==> src/rtl/pwm_multi_channel.sv <==
// rtl/pwm_multi_channel.sv - multi-channel PWM from one shared counter, debounced duty buttons
// Duty and alignment mode are shadow-latched at period boundaries for glitch-free updates.
module pwm_multi_channel #(
   parameter int CHANNELS  = 4,
   parameter int CNT_W     = 8,
   parameter int PERIOD    = 10,
   parameter int STEP      = 1,
   parameter int DUTY_INIT = 5,
   parameter int DEB_DIV   = 25000000
) (
   input  logic                      clk,
   input  logic                      rst_n,
   input  logic                      ena,
   input  logic [CHANNELS-1:0]       inc_btn,
   input  logic [CHANNELS-1:0]       dec_btn,
   input  logic                      wr_en,
   input  logic [2:0]                wr_ch,
   input  logic [CNT_W-1:0]          wr_duty,
   input  logic                      center_mode,
   output logic [CHANNELS-1:0]       pwm_out,
   output logic [CHANNELS*CNT_W-1:0] duty_out,
   output logic                      period_start
);

   localparam int              TW       = (DEB_DIV > 1) ? $clog2(DEB_DIV) : 1;
   localparam logic [TW-1:0]   TICK_MAX = TW'(DEB_DIV - 1);
   localparam logic [CNT_W-1:0] PER     = CNT_W'(PERIOD);
   localparam logic [CNT_W-1:0] PER_M1  = CNT_W'(PERIOD - 1);
   localparam logic [CNT_W-1:0] STP     = CNT_W'(STEP);
   localparam logic [CNT_W-1:0] DINIT   = CNT_W'(DUTY_INIT);

   typedef enum logic {DIR_UP, DIR_DOWN} dir_e;

   logic [TW-1:0]       tick_cnt_q, tick_cnt_d;
   logic                tick;
   logic [CHANNELS-1:0] inc_s1_q, inc_s2_q, dec_s1_q, dec_s2_q;
   logic [CHANNELS-1:0] inc_press, dec_press;

   logic [CNT_W-1:0]    duty_q   [CHANNELS];
   logic [CNT_W-1:0]    duty_d   [CHANNELS];
   logic [CNT_W-1:0]    shadow_q [CHANNELS];
   logic                mode_sh_q;

   logic [CNT_W-1:0]    cnt_q, cnt_d;
   dir_e                dir_q, dir_d;
   logic                boundary;
   logic                first_q;
   logic [CHANNELS-1:0] pwm_q, pwm_d;
   logic                period_start_q;

   assign tick       = (tick_cnt_q == TICK_MAX);
   assign tick_cnt_d = tick ? '0 : tick_cnt_q + TW'(1);

   always_ff @(posedge clk) begin
      if (!rst_n) begin
         tick_cnt_q <= '0;
         inc_s1_q   <= '0;
         inc_s2_q   <= '0;
         dec_s1_q   <= '0;
         dec_s2_q   <= '0;
      end else begin
         tick_cnt_q <= tick_cnt_d;
         if (tick) begin
            inc_s1_q <= inc_btn;
            inc_s2_q <= inc_s1_q;
            dec_s1_q <= dec_btn;
            dec_s2_q <= dec_s1_q;
         end
      end
   end

   assign inc_press = inc_s1_q & ~inc_s2_q & {CHANNELS{tick}};
   assign dec_press = dec_s1_q & ~dec_s2_q & {CHANNELS{tick}};

   // A direct write wins over any button press landing in the same cycle.
   always_comb begin
      for (int i = 0; i < CHANNELS; i++) begin
         duty_d[i] = duty_q[i];
         if (wr_en && (wr_ch == 3'(i))) begin
            duty_d[i] = (wr_duty > PER) ? PER : wr_duty;
         end else if (inc_press[i] && dec_press[i]) begin
            duty_d[i] = duty_q[i];
         end else if (inc_press[i]) begin
            duty_d[i] = (duty_q[i] <= PER - STP) ? duty_q[i] + STP : PER;
         end else if (dec_press[i]) begin
            duty_d[i] = (duty_q[i] >= STP) ? duty_q[i] - STP : '0;
         end
      end
   end

   // Center mode holds each end value twice so the up and down halves are symmetric.
   always_comb begin
      cnt_d    = cnt_q;
      dir_d    = dir_q;
      boundary = 1'b0;
      if (!ena) begin
         cnt_d    = '0;
         dir_d    = DIR_UP;
         boundary = 1'b1;
      end else if (!mode_sh_q) begin
         if (cnt_q == PER_M1) begin
            cnt_d    = '0;
            dir_d    = DIR_UP;
            boundary = 1'b1;
         end else begin
            cnt_d = cnt_q + CNT_W'(1);
         end
      end else if (dir_q == DIR_UP) begin
         if (cnt_q == PER_M1) dir_d = DIR_DOWN;
         else                 cnt_d = cnt_q + CNT_W'(1);
      end else begin
         if (cnt_q == '0) begin
            dir_d    = DIR_UP;
            boundary = 1'b1;
         end else begin
            cnt_d = cnt_q - CNT_W'(1);
         end
      end
   end

   always_comb begin
      for (int i = 0; i < CHANNELS; i++) begin
         pwm_d[i] = ena && (cnt_q < shadow_q[i]);
      end
   end

   always_ff @(posedge clk) begin
      if (!rst_n) begin
         for (int i = 0; i < CHANNELS; i++) begin
            duty_q[i]   <= DINIT;
            shadow_q[i] <= DINIT;
         end
         mode_sh_q      <= 1'b0;
         cnt_q          <= '0;
         dir_q          <= DIR_UP;
         first_q        <= 1'b1;
         pwm_q          <= '0;
         period_start_q <= 1'b0;
      end else begin
         for (int i = 0; i < CHANNELS; i++) begin
            duty_q[i] <= duty_d[i];
            if (boundary) shadow_q[i] <= duty_q[i];
         end
         if (boundary) mode_sh_q <= center_mode;
         cnt_q          <= cnt_d;
         dir_q          <= dir_d;
         first_q        <= boundary;
         pwm_q          <= pwm_d;
         period_start_q <= ena & first_q;
      end
   end

   for (genvar g = 0; g < CHANNELS; g++) begin : g_duty_out
      assign duty_out[g*CNT_W +: CNT_W] = duty_q[g];
   end

   assign pwm_out      = pwm_q;
   assign period_start = period_start_q;

endmodule

==> config.mk <==
export PLATFORM = sky130hd
export DESIGN_NAME = pwm_multi_channel
export DESIGN_NICKNAME = d
export VERILOG_FILES = /design/src/rtl/pwm_multi_channel.sv
export SDC_FILE = /design/constraint.sdc
export NUM_CORES = 1
export LEC_CHECK = 0
export ABC_AREA = 1
export CAP_MARGIN = 20
export CORE_MARGIN = 2
export CORE_UTILIZATION = 45
export CTS_BUF_LIST = sky130_fd_sc_hd__clkbuf_16
export CTS_CLUSTER_DIAMETER = 40
export DETAILED_ROUTE_END_ITERATION = 12
export SLEW_MARGIN = 0
export SYNTH_ARGS = -nofsm -noshare
export SYNTH_HDL_FRONTEND = slang
export SYNTH_SLANG_ARGS = --single-unit
==> constraint.sdc <==
create_clock -name clk -period 3.05 [get_ports clk]
set_input_delay 0.61 -clock clk [delete_from_list [all_inputs] [get_ports clk]]
set_output_delay 0.61 -clock clk [all_outputs]
set_load 0.005 [all_outputs]
==> flow_summary.ini <==
[drt]
routed_wirelength_um = 17900
firstDrtPassIters = 5
wire_per_inst_um = 13.1
vias_per_cell = 4.89
drtIter0Drc = 366
ant_nets = 0
drc = 0
vias = 6696

[sta]
rsz0062_at_grt = false
finalMaxSlewViolations = 0
setup_viol = 0
fin_crit_ns = 2.26
max_freq_mhz = 443
max_slew_margin = 0.554
setup_tns_ns = 0
tightest_slew_ns = 0.667
fin_crit_sh = 0.740
finClkSkew_ns = 0.0156
hold_violations = 0

[power_and_ir_drop]
peakVddDrop_uv = 386
p_leak_nw = 3.75
p_per_area_nw_per_um2 = 428

[placement]
globalplace.congestion = 0.848
io_buffers = 60
dpl_cell_area_um2 = 8300
dp_hpwl_um = 13400

[global_route]
grt_pass1_vias = 6251
grt_pass1_wl_um = 30200
antenna_found_initial = 0
grt_max_degree = 31
grt_overflow = 0
track_usage = 0.212

[status]
status = completed

[setup_path]
critical_path_required_ns = 3.33
crit_family = simple AND/OR/NAND/NOR gates
crit_fanout = 20
max_stage_delay_ns = 0.53
slowest_stage = nand3_1
path_cells = ha_1 -> nand2_1 -> nor2_2 -> nand2_1 -> nor2_1 -> nand3_1 -> o21ai_0 -> a21oi_1
crit_path_frequent_cell = nand2_1
arrival_ns = 2.54
path_buf_inv = 0
cp-start-kind = flip-flop
crit_type = flip-flop to flip-flop
endpoint_kind = flip-flop

[clocking]
numCtsBuffers = 17
cts_sinks = 121
insertion_delay_ns = 0.42
cts_root_buf = clkbuf_16
cts_buffer_depth = 2
cts.htree.levels = 4
cts.reportedPaths.clkPinSlew_ns = 0.05
cts_tree = built
cts_hold_buf = 0
cts_resized = 0
cts_setup_buffers = 0

[yosys]
yosys.cell_types.count = 41
syn_nets = 1141
synth_edf_count = 32
syn_inst = 1072
seq_area_frac_synth = 0.366
async_reset_ff_frac = 0
synth_top_area_share = 0.238
post-synth-top-area-cell = dfxtp_1
synth_warnings = 0
ys_top_cells_by_area = dfxtp_1 24%, edfxtp_1 13%, nand2_1 12%
synth_top_flop_cell = dfxtp_1
ys_ff_latch = 121
synth_area_um2 = 7490
avgSynthCellArea_um2 = 6.98

[die]
dieHeight_um = 133
design.core.area_um2 = 16400
pin_count = 61
dieArea_um2 = 17700
rows = 47
die_w_um = 133
start_util = 0.456

[cells_and_area]
syn2layout_area_growth_pct = 17.5
multiInputGateArea_um2 = 4030
regArea_um2 = 2740
final_design_area_no_fill_um2 = 8800
num-fill-cells = 1629
diodes = 0
nets = 1205
layout_common_cells = 241 x nand2_1, 162 x nor2_1, 152 x inv_1
drive_gt1_frac = 0.0618
layout_commonest_cell = nand2_1

[hold_path]
min_path_type = flip-flop to flip-flop

[flow_run]
cap_violations = 0
## power breakdown
group          switching [mW]  total (mW)  internal (mW)
registers              0.0358        1.73           1.69
clock network           0.700        1.70           1.00
logic                   0.191       0.332          0.141
## cell families after synthesis
logic type / after synthesis / share of synthesized area
AOI/OAI and AO/OA: 134 / 0.0971
xor gates and xnor gates: 40 / 0.0468
adders and majority gates: 45 / 0.0752
buffers and inverters: 181 / 0.0951
DFF: 121 / 0.366
and+or+nand+nor: 551 / 0.319
## tightest hold or removal path: stages (launching register included)
cell,delay [ns]
dfxtp_1,0.29
inv_1,0.04
nor2_1,0.03
## cell type report
| cell class | count | area share |
|---|---|---|
| inverters | 159 | 0.0681 |
| flip-flops and latches | 121 | 0.312 |
| clock buffers | 17 | 0.0484 |
| well taps | 220 | 0.0313 |
| multi-input cells | 770 | 0.458 |
| repair buffers | 67 | 0.0742 |
| clock inverters | 15 | 0.00796 |
## metrics by stage
| stage | util | hold WS, ns | power [mW] | setup slack, ns | instances |
|---|---|---|---|---|---|
| 6_report | 0.536 | 0.410 | 3.76 | 0.792 | 1369 |
| 5_1_grt | 0.536 | 0.432 | 3.94 | 0.420 | 1369 |
| 4_1_cts | 0.536 | 0.416 | 3.82 | 0.811 | 1369 |
| 3_5_place_dp | 0.506 | 0.408 | 2.09 | 0.506 | 1337 |
| 3_3_place_gp | 0.506 | 0.405 | 2.09 | 0.557 | 1337 |
| 2_1_floorplan | - | 0.394 | 1.96 | 0.662 | 1072 |
## sequential cells by signal, summed over array words and instances, names as in the netlist
name,count
period_start,1
duty_q,32
first_q,1
dec_s1_q,4
inc_s1_q,4
inc_s2_q,4
cnt_q,8
tick_cnt_q,25
dir_q,1
mode_sh_q,1
dec_s2_q,4
pwm_out,4
shadow_q,32
## synth_stat cells (2+ instances only)
cell type and count:
nand2_1 241, nor2_1 162, inv_1 149, dfxtp_1 89, nand3_1 62, a21oi_1 57
ha_1 45, o21ai_0 40, xor2_1 36, edfxtp_1 32, nor3_1 24, nand4_1 23
clkbuf_1 11, nand2_2 11, o21ai_1 11, nor2_2 10, inv_2 8, a31oi_1 7
buf_2 6, o211ai_1 5, o21a_1 5, a211oi_1 4, o31ai_1 4, xnor2_1 4
buf_6 3, or2_2 3, and2_1 2, buf_1 2, nand3_2 2, nor3b_1 2
nor4_1 2
## per-layer routing
layer	global-route usage	routed length, µm
met5	0	0
met1	0.288	8830
met2	0.338	8140
met4	0.0615	133
met3	0.0483	815
## final timing paths
path	end	slack, ns	startpoint	cells past startpoint
setup reg to reg	dec_s1_q[1]$_SDFFE_PN0N_	0.79	tick_cnt_q[0]$_SDFF_PP0_	8
setup / recovery	dec_s1_q[1]$_SDFFE_PN0N_	0.79	tick_cnt_q[0]$_SDFF_PP0_	8
hold reg to reg	period_start$_SDFF_PN0_	0.41	first_q$_SDFF_PN1_	2
hold / removal	period_start$_SDFF_PN0_	0.41	first_q$_SDFF_PN1_	2
Power figures use the tool's default switching activity.
